==> src/rtl/ex_mem_stage_pkg.sv <==
// Shared definitions for the EX/MEM pipeline register: branch and ALU
// encodings plus the packed flag layout.
package ex_mem_stage_pkg;

  localparam int unsigned WIDTH_DEF    = 32;
  localparam int unsigned REG_BITS_DEF = 5;

  // Branch condition selected by the decoder
  typedef enum logic [1:0] {
    BR_NONE = 2'b00,
    BR_EQ   = 2'b01,
    BR_NE   = 2'b10,
    BR_LT   = 2'b11
  } br_e;

  // ALU operation codes of the upstream ALU
  typedef enum logic [1:0] {
    ALU_NOR = 2'b00,
    ALU_SLT = 2'b01,
    ALU_ADD = 2'b10,
    ALU_SUB = 2'b11
  } alu_op_e;

  // Sticky condition codes, ordered {N,Z,V,C} to match the flags_q port
  typedef struct packed {
    logic n;
    logic z;
    logic v;
    logic c;
  } flags_t;

endpackage

==> src/rtl/ex_mem_stage_branch_eval.sv <==
// Combinational branch resolution from the ALU flags of the current EX op.
// LT is the signed comparison taken from a SUB result: N xor V.
module ex_mem_stage_branch_eval
  import ex_mem_stage_pkg::*;
(
  input  br_e  i_branch,
  input  logic i_z,
  input  logic i_n,
  input  logic i_v,
  output logic o_taken
);

  // Select the condition implied by the branch type
  always_comb begin
    // NOTE: a default ahead of the case keeps every path assigned, so no latch is inferred.
    o_taken = 1'b0;
    case (i_branch)
      BR_EQ:   o_taken = i_z;
      BR_NE:   o_taken = ~i_z;
      BR_LT:   o_taken = i_n ^ i_v;
      default: o_taken = 1'b0;
    endcase
  end

endmodule

==> src/rtl/ex_mem_stage.sv <==
// EX/MEM pipeline register. Captures the ALU result and EX control, resolves
// the branch, keeps sticky NZVC flags and an overflow-trap latch, and drives
// forwarding plus a single-cycle PC redirect.
// Edge priority: reset > flush > stall > load.
module ex_mem_stage
  import ex_mem_stage_pkg::*;
#(
  parameter int unsigned WIDTH    = WIDTH_DEF,
  parameter int unsigned REG_BITS = REG_BITS_DEF
) (
  input  logic                clk,
  input  logic                reset,
  input  logic                stall,
  input  logic                flush,
  input  logic                ex_valid,
  input  logic [WIDTH-1:0]    alu_out,
  input  logic                alu_carry,
  input  logic                alu_zero,
  input  logic                alu_ovf,
  input  logic                alu_neg,
  input  logic [WIDTH-1:0]    ex_storedata,
  input  logic [REG_BITS-1:0] ex_rd,
  input  logic                ex_regwrite,
  input  logic                ex_memread,
  input  logic                ex_memwrite,
  input  logic                ex_setflags,
  input  logic                ex_trap_ovf,
  input  logic [1:0]          ex_branch,
  input  logic [WIDTH-1:0]    ex_target,
  input  logic                trap_ack,
  output logic                mem_valid,
  output logic [WIDTH-1:0]    mem_aluresult,
  output logic [WIDTH-1:0]    mem_storedata,
  output logic [REG_BITS-1:0] mem_rd,
  output logic                mem_regwrite,
  output logic                mem_memread,
  output logic                mem_memwrite,
  output logic [REG_BITS-1:0] fwd_rd,
  output logic [WIDTH-1:0]    fwd_data,
  output logic [3:0]          flags_q,
  output logic                redirect,
  output logic [WIDTH-1:0]    redirect_pc,
  output logic                ovf_trap
);

  logic                r_valid;
  logic                r_regwrite;
  logic                r_memread;
  logic                r_memwrite;
  logic                r_br_taken;
  logic                r_redirect_done;
  logic [WIDTH-1:0]    r_aluresult;
  logic [WIDTH-1:0]    r_storedata;
  logic [REG_BITS-1:0] r_rd;
  logic [WIDTH-1:0]    r_target;
  flags_t              r_flags;
  logic                r_ovf_trap;

  logic w_load;
  logic w_trap;
  logic w_set_flags;
  logic w_taken;

  // A load happens only when neither flush nor stall is asserted
  assign w_load      = ~flush & ~stall;
  assign w_trap      = ex_valid & ex_trap_ovf & alu_ovf;
  assign w_set_flags = ex_valid & ex_setflags & ~w_trap;

  ex_mem_stage_branch_eval u_branch_eval (
    .i_branch (br_e'(ex_branch)),
    .i_z      (alu_zero),
    .i_n      (alu_neg),
    .i_v      (alu_ovf),
    .o_taken  (w_taken)
  );

  // Valid bit and control: flush inserts a bubble, stall holds, load captures
  always_ff @(posedge clk) begin
    // NOTE: non-blocking assignments so every register samples pre-edge values.
    if (reset) begin
      r_valid    <= 1'b0;
      r_regwrite <= 1'b0;
      r_memread  <= 1'b0;
      r_memwrite <= 1'b0;
      r_br_taken <= 1'b0;
    end else if (flush) begin
      r_valid    <= 1'b0;
      r_regwrite <= 1'b0;
      r_memread  <= 1'b0;
      r_memwrite <= 1'b0;
      r_br_taken <= 1'b0;
    end else if (!stall) begin
      r_valid    <= ex_valid;
      r_regwrite <= ex_regwrite & ~w_trap;
      r_memread  <= ex_memread;
      r_memwrite <= ex_memwrite & ~w_trap;
      r_br_taken <= w_taken;
    end
  end

  // Datapath capture; contents are irrelevant after a flush, so it simply holds
  always_ff @(posedge clk) begin
    if (reset) begin
      r_aluresult <= '0;
      r_storedata <= '0;
      r_rd        <= '0;
      r_target    <= '0;
    end else if (w_load) begin
      r_aluresult <= alu_out;
      r_storedata <= ex_storedata;
      r_rd        <= ex_rd;
      r_target    <= ex_target;
    end
  end

  // Sticky flags and overflow trap update only on a load; a new trap beats trap_ack
  always_ff @(posedge clk) begin
    if (reset) begin
      r_flags    <= '0;
      r_ovf_trap <= 1'b0;
    end else if (w_load) begin
      if (w_set_flags) begin
        r_flags <= '{n: alu_neg, z: alu_zero, v: alu_ovf, c: alu_carry};
      end
      if (w_trap) begin
        r_ovf_trap <= 1'b1;
      end else if (trap_ack) begin
        r_ovf_trap <= 1'b0;
      end
    end
  end

  // Remember that the redirect already fired so a stalled branch pulses once
  always_ff @(posedge clk) begin
    if (reset) begin
      r_redirect_done <= 1'b0;
    end else if (flush || !stall) begin
      r_redirect_done <= 1'b0;
    end else if (redirect) begin
      r_redirect_done <= 1'b1;
    end
  end

  assign mem_valid     = r_valid;
  assign mem_aluresult = r_aluresult;
  assign mem_storedata = r_storedata;
  assign mem_rd        = r_rd;
  assign mem_regwrite  = r_regwrite;
  assign mem_memread   = r_memread;
  assign mem_memwrite  = r_memwrite;
  assign fwd_rd        = (r_valid & r_regwrite & (r_rd != '0)) ? r_rd : '0;
  assign fwd_data      = r_aluresult;
  assign flags_q       = r_flags;
  assign redirect      = r_valid & r_br_taken & ~r_redirect_done;
  assign redirect_pc   = r_target;
  assign ovf_trap      = r_ovf_trap;

endmodule

==> config.mk <==
export PLATFORM = sky130hd
export DESIGN_NAME = ex_mem_stage
export DESIGN_NICKNAME = d
export VERILOG_FILES = /design/src/rtl/ex_mem_stage_pkg.sv /design/src/rtl/ex_mem_stage_branch_eval.sv /design/src/rtl/ex_mem_stage.sv
export SDC_FILE = /design/constraint.sdc
export NUM_CORES = 1
export LEC_CHECK = 0
export BUFFER_PORTS_ARGS = -buffer_cell sky130_fd_sc_hd__buf_2
export CAP_MARGIN = 20
export CORE_AREA = 2 2 102 104
export CTS_CLUSTER_DIAMETER = 50
export DETAILED_ROUTE_END_ITERATION = 10
export DIE_AREA = 0 0 104 106
export PLACE_DENSITY_LB_ADDON = 0.15
export SLEW_MARGIN = 20
export SYNTH_ARGS = -nofsm -noshare
export SYNTH_HDL_FRONTEND = slang
export SYNTH_SLANG_ARGS = --single-unit
export TNS_END_PERCENT = 1
==> constraint.sdc <==
create_clock -name clk -period 2.8 [get_ports clk]
set_input_delay 0.14 -clock clk [delete_from_list [all_inputs] [get_ports clk]]
set_output_delay 0.14 -clock clk [all_outputs]
set_load 0.02 [all_outputs]
==> metrics.txt, run 1 <==
Synth top area share 52.8%; met3 usage in global routing 5.27%; drt pass-1 iters 4; Crit. End Element register; Sw Ratio 26.1%; Post-Syn Instances 528; part of the cycle the worst path needs 53.0%; grt total ovfl 0; Net Switching 0.853 mW; max cap viols 0; Seq/Total Area, Yosys 52.8%; post-CTS sizing 0; initial antenna violation count 0; sequential share of power 52.2%; power density cells 537 mW/mm^2; post-route ant nets 0; maximum root-to-sink buffer count 2; diode count 0; Syn. warnings 0; DRC violations left 0; reg2reg start mem_valid; pre-CTS setup slack 0.923 ns; Post-synth top cells 205 x nand2_1, 112 x dfxtp_1, 103 x a21oi_1; total CTS buffers 9; synth top area cells dfxtp_1 53%, nand2_1 18%, a21oi_1 12%; core area 0.0100 sq mm; status completed; relative slew slack 30.6%; final setup fails 0; GRT busiest layer met2; reg2reg setup slack 2.00 ns; maximum fanout along the worst path 91; mapped cell area 0.00424 sq mm; vias in the first global route 3967; VDD IR max 0.291 mV; Ports 266; via count 4307; final max-slew violation count 0; asr flop ratio synth 0%; final hold violation count 0; hold path start ex_target[3]; f_max 0.674 GHz; num rows 37; detailed-placement wirelength estimate 8320 microns; Yosys top cell by area dfxtp_1; Comb power frac 16.1%; Die Wd 104 microns; largest net degree at the start of global routing 92; Tmin final 1.48 ns; post-DR vias/cell 4.64; hold depth 3; worst skew pair latency 0.35 ns; CP arrival 1.77 ns; Clock Power Share 31.7%; GR Layer Usage met2 36.3%; Area Growth Syn to Fin 43.2%; Tot GR Track Use 20.8%; DRT Wirelength 12200 microns; placer congestion estimate 0.757; first-pass GRT wire length 18700 microns; Final Skew 0.00308 ns; Tightest Hold Check Type input pin to register; CTS tree yes; CP Launch Point stall; post-route insts no fill 929; Sink Count 112; TNS Setup 0 ns; Die ar. 0.0110 sq mm; hold path endpoint redirect_pc[3]; most common cell in the synthesized netlist nand2_1; CP Launch Type input pin; worst setup margin 1.32 ns; initial drt markers 158; Lkg Pwr 2.97 nW; Reg2Reg Depth 2; WS Path Type input pin to register; starting density of the core 42.4%; Max H-tree Level 3; Register Area 0.00224 sq mm; WL per Instance 13.2 microns; clock root buffer master clkbuf_8; Worst Tran Pin Value 1.04 ns; RSZ-0062 raised after global routing false; Clock transition at path regs 0.10 ns; count of different cell masters after synthesis 22; Pint 2.41 mW; Mean Syn Cell Area 8.04 sq um; Chip Height 106 microns; number of synthesized flops with an enable pin 0; layout cell share with drive strength beyond 1 36.3%; worst r2r dst mem_valid; Final nets 906; #FFs+latches synth 112; M1 GR Usage 24.4%; I/O Buffers 265; most common flop cell mapped by yosys dfxtp_1; post-synthesis net count 646; dpl cells 865; area occupied by multi-input gates 0.00159 sq mm; # fillers 926; CP required 3.09 ns
==> flip-flops by register name, indices dropped and copies added (netlist names), 4 cells and up <==
signal / flops
flags_q: 4
fwd_data: 32
mem_rd: 5
mem_storedata: 32
redirect_pc: 32
==> power groups by stage <==
stage | clock network [mW] | registers [mW] | logic [mW]
finish | 1.04 | 1.70 | 0.525
global route | 1.13 | 1.71 | 0.570
floorplan | 0 | 1.82 | 0.211
detailed placement | 0 | 1.74 | 0.473
CTS | 1.07 | 1.70 | 0.526
global placement | 0 | 1.74 | 0.468
==> final cells by class <==
cell class              count  share of cell area [%]
flip-flops and latches    112                    36.9
repair buffers            318                    30.6
multi-input cells         346                    26.1
well taps                 136                    2.80
clock buffers              13                    2.45
clock inverters             3                    1.07
inverters                   1                  0.0618
==> metrics by stage <==
| stage | total power [mW] | hold WS, ns | area, sq um | util [%] |
|---|---|---|---|---|
| 2_1_floorplan | 2.03 | 0.219 | 4240 | - |
| 3_3_place_gp | 2.20 | 0.357 | 5380 | 53.8 |
| 3_5_place_dp | 2.21 | 0.357 | 5380 | 53.8 |
| 4_1_cts | 3.30 | 0.000215 | 6080 | 60.8 |
| 5_1_grt | 3.41 | 0.00182 | 6080 | 60.8 |
| 6_report | 3.26 | 0.0134 | 6080 | 60.8 |
==> worst max-delay path by stage <==
stage | endpoint | slack (ns) | cells after the start
after floorplan | flags_q[0] | 1.62 | 5
final | mem_storedata[24] | 1.32 | 5
after CTS | redirect_pc[4] | 1.32 | 5
after detailed placement | redirect_pc[2] | 0.92 | 5
after global placement | mem_storedata[27] | 0.98 | 5
after global routing | redirect_pc[6] | 1.20 | 5
==> placed cells by master, fill, tap and decap left out, types with 3 or more instances in the layout <==
cell | netlist | final
nor2_1 | 5 | 4
buf_4 | 32 | 5
buf_2 | 15 | 264
dlygate4sd3_1 | 0 | 48
a21oi_1 | 103 | 103
nand2_1 | 205 | 205
clkbuf_1 | 19 | 3
clkbuf_8 | 0 | 10
mux2i_1 | 8 | 8
dfxtp_1 | 112 | 112
nand2b_1 | 8 | 8
and3_1 | 5 | 5
==> logic make-up (layout without fill, tap and decap cells) <==
kind of cell / count (synthesis) / count (layout) / synth area share, %
simple gates: 228 / 228 / 21.1
flops: 112 / 112 / 52.8
compound gates: 109 / 109 / 13.9
buf+inv: 70 / 335 / 9.99
mux: 8 / 8 / 1.89
xor+xnor: 1 / 1 / 0.206
==> worst max-delay path, stage by stage <==
cell and delay (ns):
buf_2 0.20, or2_4 0.83, buf_4 0.35, nand2_1 0.07, a21oi_1 0.15
==> metal layers <==
metal  up-vias  wire (microns)
met5         -               0
li1       2179               -
met4         0             277
met3        22             834
met2       175            6080
met1      1931            5050
==> what timing repair did <==
item,4_1_cts,5_1_grt
hold buffers,48,0
hold endpoints to repair,48,0
buffers inserted,0,0
Note: power is estimated with default switching activity, not from simulation.
==> run 2, diff against run 1 <==
--- a/config.mk
+++ b/config.mk
@@ -5,12 +5,13 @@
 export SDC_FILE = /design/constraint.sdc
 export NUM_CORES = 1
 export LEC_CHECK = 0
+export ABC_AREA = 1
 export BUFFER_PORTS_ARGS = -buffer_cell sky130_fd_sc_hd__buf_2
 export CAP_MARGIN = 20
-export CORE_AREA = 2 2 102 104
+export CORE_MARGIN = 2
+export CORE_UTILIZATION = 39
 export CTS_CLUSTER_DIAMETER = 50
 export DETAILED_ROUTE_END_ITERATION = 10
-export DIE_AREA = 0 0 104 106
 export PLACE_DENSITY_LB_ADDON = 0.15
 export SLEW_MARGIN = 20
 export SYNTH_ARGS = -nofsm -noshare
==> constraint.sdc (replaced) <==
create_clock -name clk -period 1.3 [get_ports clk]
set_input_delay 0.065 -clock clk [delete_from_list [all_inputs] [get_ports clk]]
set_output_delay 0.065 -clock clk [all_outputs]
set_load 0.02 [all_outputs]
==> run 2 against run 1 <==
Net effect:
- die area increased by 7.2%
- clock power increased by 97%
- via count grew 9.0%
- clock-buffer cell count decreased by 2
- critical path depth shrank 1
- hold slack improved by 0.018 ns
- utilization grew 2.8 points
- synthesized cell count up 5.7%
- critical endpoint is now fwd_rd[1]
- largest cell class is now non-clock buffers
==> metrics.txt, run 2 <==
first-pass GRT wire length 20100 microns (+7.1%); Area Growth Syn to Fin 59.7%; Syn. warnings 0 (unchanged); grt total ovfl 0 (unchanged); CP Cell Sequence nand2_4, o21bai_4, nor2_2, buf_6; Post-synth top cells 205 x nor2_1, 112 x dfxtp_1, 63 x o21ai_1; post-synthesis net count 676 (+4.6%); Max H-tree Level 3 (unchanged); vias in the first global route 4374 (+10%); num rows 38 (+2.7%); TNS Setup 0 ns (unchanged); Chip Height 109 microns (+2.6%); relative slew slack 65.3% (+35 points); RSZ-0062 raised after global routing true; placed cell area 0.00546 sq mm (+1.4%); layout cell share with drive strength beyond 1 35.3% (-0.97 points); Post-Syn Instances 558 (+5.7%); CP arrival 1.21 ns (-0.56 ns); Lkg Pwr 3.59 nW (+21%); Tmin final 1.28 ns; reg2reg setup slack 0.45 ns (-1.55 ns); Sw Ratio 28.8% (+2.7 points); part of the cycle the worst path needs 98.3%; diode count 0 (unchanged); detailed-placement wirelength estimate 8460 microns (+1.6%); asr flop ratio synth 0% (unchanged); Die ar. 0.0118 sq mm (+7.2%); placer congestion estimate 0.818 (+8.0%); status completed; total power 7.40 mW (+130%); initial antenna violation count 0 (unchanged); reg2reg start mem_valid; Yosys top cell by area dfxtp_1; Worst Tran Pin Value 0.521 ns (-0.521 ns); Pint 5.27 mW (+120%); pre-CTS setup slack 0.210 ns (-0.713 ns); Net Switching 2.13 mW (+150%); max cap viols 0 (unchanged); worst setup margin 0.0217 ns (-1.29 ns); #FFs+latches synth 112 (unchanged); Seq/Total Area, Yosys 52.4% (-0.40 points); I/O Buffers 265 (unchanged); hold slack 0.0310 ns (+0.0175 ns); maximum fanout along the worst path 3 (-97%); drt pass-1 iters 4 (unchanged); starting density of the core 39.8% (-2.6 points); commonest non-fill, non-tap cell in the layout buf_2; Clock transition at path regs 0.09 ns (about the same); worst skew pair latency 0.36 ns (about the same); DRC violations left 0 (unchanged); clock root buffer master clkbuf_8; VDD IR max 0.718 mV (+150%); worst r2r dst r_redirect_done; DRT Wirelength 13300 microns (+8.6%); final hold violation count 0 (unchanged); count of different cell masters after synthesis 19 (-14%); most common cell in the synthesized netlist nor2_1; CP Launch Type register; final setup fails 0 (unchanged); Crit path largest cell delay 0.37 ns (-0.46 ns); core area 0.0107 sq mm (+7.5%); # fillers 933 (+0.76%); WS Path Type register to output pin; Synth top area share 52.4% (-0.40 points); post-route ant nets 0 (unchanged); final max-slew violation count 0 (unchanged); Ports 266 (unchanged); number of synthesized flops with an enable pin 0 (unchanged); Crit. End Element output pin; most common flop cell mapped by yosys dfxtp_1; Final nets 1008 (+11%); Reg2Reg Depth 4 (+2); synth top area cells dfxtp_1 52%, nor2_1 18%, o21ai_1 7.4%; total CTS buffers 9 (unchanged); Comb power frac 21.3% (+5.2 points); sequential share of power 50.9% (-1.3 points); largest net degree at the start of global routing 59 (-36%); Tot GR Track Use 21.3% (+0.50 points); Die Wd 109 microns (+4.5%); Tightest Hold Check Type input pin to register; CTS tree yes; Mean Syn Cell Area 7.66 sq um (-4.7%); Final Skew 0.00165 ns (-0.00143 ns); maximum root-to-sink buffer count 2 (unchanged); post-route insts no fill 1034 (+11%); fin util 63.6% (+2.8 points); mapped cell area 0.00428 sq mm (+0.77%); WL per Instance 12.8 microns (-2.4%); most frequent cells in the layout 259 x buf_2, 202 x nor2_1, 108 x dlygate4sd3_1; initial drt markers 282 (+78%); hold depth 5 (+2); power density cells 1080 mW/mm^2 (+100%); Clock Power Share 27.7% (-4.0 points); hold path endpoint flags_q[0]; via count 4696 (+9.0%); CP required 1.24 ns (-1.85 ns); hold path start alu_carry; CP max-delay cell dfxtp_2; f_max 0.782 GHz; Sink Count 112 (unchanged); Finished Cell Area 0.00683 sq mm (+12%); dpl cells 906 (+4.7%); post-DR vias/cell 4.54 (-2.0%)
[run 2: cell types whose count changed in the layout (fill, tap and decap cells not counted), moves of 9 or more]
cell           previous run  this run
nor2_1                    4       202
nand2_1                 205        30
a21oi_1                 103         5
o21ai_1                   0        63
dlygate4sd3_1            48       108
o21ai_0                   1        38
inv_1                     1        14
buf_4                     5        14
[run 2: logic make-up after synthesis]
kind of cell	share of synthesized area, %
compound gates	12.9
buf+inv	11.6
flops	52.4
simple gates	23.1
[run 2: per-layer routing]
layer | global-route usage [%] | vias up | share of wire (%)
met5 | 0 | - | 0
li1 | - | 2399 | -
met1 | 24.1 | 2096 | 41
met4 | 9.16 | 0 | 2.8
met2 | 37.7 | 171 | 50
met3 | 5.56 | 30 | 6.1
[run 2: how the worst max path moves through the flow]
| stage | startpoint | endpoint | slack, ns | cells past startpoint |
|---|---|---|---|---|
| final | mem_regwrite | fwd_rd[1] | 0.02 | 4 |
| after CTS | mem_regwrite | fwd_rd[0] | -0.01 | 4 |
| after detailed placement | stall | redirect_pc[11] | 0.21 | 6 |
| after global routing | mem_regwrite | fwd_rd[1] | -0.04 | 4 |
| after global placement | stall | fwd_data[5] | 0.22 | 6 |
| after floorplan | mem_valid | fwd_rd[0] | 0.18 | 3 |
[run 2: power by group through the flow]
| stage | combinational [mW] | sequential, mW | clock, mW |
|---|---|---|---|
| 3_5_place_dp | 1.29 | 3.84 | 0 |
| 3_3_place_gp | 1.28 | 3.83 | 0 |
| 2_1_floorplan | 0.562 | 4.10 | 0 |
| 6_report | 1.58 | 3.77 | 2.05 |
| 4_1_cts | 1.56 | 3.76 | 2.13 |
| 5_1_grt | 1.71 | 3.80 | 2.26 |
[run 2: cell type report]
cell class / instances / area, sq um / area share [%]
flip-flops and latches: 112 / 2250 / 32.9
clock inverters: 4 / 45.0 / 0.659
inverters: 21 / 80.1 / 1.17
repair buffers: 386 / 2560 / 37.5
clock buffers: 11 / 141 / 2.07
well taps: 140 / 175 / 2.56
multi-input cells: 360 / 1580 / 23.1
[run 2: critical path, delay by kind of cell (launching register included)]
kind                   cells  cell delay [ns]
AND/OR/NAND/NOR            2             0.18
buffers and inverters      1             0.13
AO/OA/AOI/OAI              1             0.18
flip-flops                 1             0.37
[run 2: timing repair]
action / in CTS / in global routing
gates resized for setup: 17 / 11
setup buffers: 4 / 1
hold buffers: 108 / 1
hold endpoints to repair: 107 / 1
pin swaps: 4 / 4
setup endpoints to repair: 2 / 6
==> run 3, diff against run 2 <==
--- a/config.mk
+++ b/config.mk
@@ -13,6 +13,7 @@
 export CTS_CLUSTER_DIAMETER = 50
 export DETAILED_ROUTE_END_ITERATION = 10
 export PLACE_DENSITY_LB_ADDON = 0.15
+export REMOVE_ABC_BUFFERS = 1
 export SLEW_MARGIN = 20
 export SYNTH_ARGS = -nofsm -noshare
 export SYNTH_HDL_FRONTEND = slang
==> run 3 against run 2 <==
Net effect:
- critical path depth rose by 1
- utilization increased by 0.22 points
- die area stayed put
- maximum frequency rose by 0.23%
- largest power group unchanged
==> metrics.txt, run 3 (synthesis results as in run 2) <==
Clock transition at path regs 0.10 ns (about the same); post-route ant nets 0 (unchanged); most frequent cells in the layout 261 x buf_2, 203 x nor2_1, 106 x dfxtp_1; TNS Setup 0 ns (unchanged); f_max 0.784 GHz (+0.23%); Reg2Reg Depth 3 (-1); Chip Height 109 microns (unchanged); placer congestion estimate 0.786 (-3.8%); DRT Wirelength 13500 microns (+1.6%); first-pass GRT wire length 20500 microns (+2.5%); hold path start ex_rd[3]; starting density of the core 39.8% (unchanged); WL per Instance 13.1 microns (+1.6%); Clock Power Share 28.1% (+0.4 points); final hold violation count 0 (unchanged); Final Skew 0.000266 ns (-0.00138 ns); status completed; total CTS buffers 9 (unchanged); CTS tree yes; hold slack 0.0333 ns (+0.00236 ns); # fillers 918 (-1.6%); maximum root-to-sink buffer count 2 (unchanged); diode count 0 (unchanged); Tot GR Track Use 21.8% (+0.52 points); CP arrival 1.21 ns (about the same); max cap viols 0 (unchanged); part of the cycle the worst path needs 98.1% (-0.22 points); pre-CTS setup slack 0.0362 ns (-0.174 ns); Sink Count 112 (unchanged); initial drt markers 347 (+23%); clock root buffer master clkbuf_8; hold depth 3 (-2); largest net degree at the start of global routing 104 (+76%); num rows 38 (unchanged); final setup fails 0 (unchanged); power density cells 1090 mW/mm^2 (+0.51%); CP Launch Type register; post-route insts no fill 1033 (-0.097%); detailed-placement wirelength estimate 8630 microns (+2.1%); Worst Tran Pin Value 0.416 ns (-0.105 ns); Die ar. 0.0118 sq mm (unchanged); WS Path Type register to output pin; initial antenna violation count 0 (unchanged); grt total ovfl 0 (unchanged); CP Launch Point mem_rd[0]; sequential share of power 50.5% (-0.4 points); Tmin final 1.28 ns (-0.00291 ns); drt pass-1 iters 5 (+1); vias in the first global route 4438 (+1.5%); Ports 266 (unchanged); total power 7.46 mW (+0.86%); Final nets 1006 (-0.20%); Tightest Hold Check Type input pin to register; commonest non-fill, non-tap cell in the layout buf_2; Lkg Pwr 3.61 nW (+0.41%); Sw Ratio 29.6% (+0.77 points); maximum fanout along the worst path 3 (unchanged); post-DR vias/cell 4.63 (+2.0%); layout cell share with drive strength beyond 1 35.7% (+0.38 points); Crit. End Element output pin; I/O Buffers 265 (unchanged); final max-slew violation count 0 (unchanged); Die Wd 109 microns (unchanged); RSZ-0062 raised after global routing true; VDD IR max 0.529 mV (-26%); via count 4784 (+1.9%); DRC violations left 0 (unchanged); worst skew pair latency 0.36 ns (about the same); Max H-tree Level 3 (unchanged); Area Growth Syn to Fin 60.3%; Net Switching 2.21 mW (+3.5%); Pint 5.26 mW (-0.22%); reg2reg start ovf_trap; relative slew slack 72.2% (+6.9 points); core area 0.0107 sq mm (unchanged); Comb power frac 21.4% (about the same); dpl cells 906 (unchanged); worst setup margin 0.0246 ns (+0.00291 ns); CP required 1.24 ns (about the same)
## run 3: cell types whose count changed in the layout (fill, tap and decap cells not counted), sizes merged
cell and delta:
inv +2, clkbuf -1, clkinvlp +1, buf -1, dlygate4sd3 -3, dlymetal6s4s +1
## run 3: final cells by class
type	count	area [sq um]	share of cell area (%)
clock buffers	9	124	1.81
repair buffers	384	2560	37.3
flip-flops and latches	112	2250	32.9
inverters	21	80.1	1.17
clock inverters	7	80.1	1.17
multi-input cells	360	1580	23.1
well taps	140	175	2.56
## run 3: what timing repair did
item	4_1_cts	5_1_grt
endpoints found under the setup margin	2	4
gates resized for setup	11	20
hold endpoints to repair	105	0
pin swaps	3	5
buffers inserted	4	2
hold buffers	106	0
## run 3: worst paths after layout
path | endpoint | slack [ns]
setup / recovery | fwd_rd[1] | 0.02
hold / removal | mem_rd[3] | 0.03
hold reg to reg | mem_memread | 0.47
setup reg to reg | ovf_trap | 0.19
## run 3: power by group through the flow
| stage | combinational [mW] | sequential, mW | clock (mW) |
|---|---|---|---|
| final | 1.59 | 3.77 | 2.10 |
| after global routing | 1.73 | 3.80 | 2.30 |
| after CTS | 1.57 | 3.76 | 2.19 |
| after detailed placement | 1.30 | 3.84 | 0 |
| after global placement | 1.29 | 3.83 | 0 |
| after floorplan | 0.347 | 4.19 | 0 |
## run 3: through the flow
stage               util, %  area (sq um)
floorplan                 -          3860
global placement       50.9          5470
detailed placement     50.9          5470
CTS                    63.2          6790
global route           63.8          6860
finish                 63.8          6860
## run 3: worst max-delay path, cell delays in order (launching register included)
cell,delay [ns]
dfxtp_2,0.34
inv_2,0.08
nand2_2,0.07
o21bai_4,0.15
nor2_1,0.06
buf_4,0.15
## run 3: routing by layer
metal / up-vias / GRT usage (%) / routed length [microns]
met5: - / 0 / 0
met4: 0 / 11.1 / 470
met3: 37 / 3.29 / 830
met2: 195 / 39.6 / 6840
met1: 2159 / 24.7 / 5350
li1: 2393 / - / -
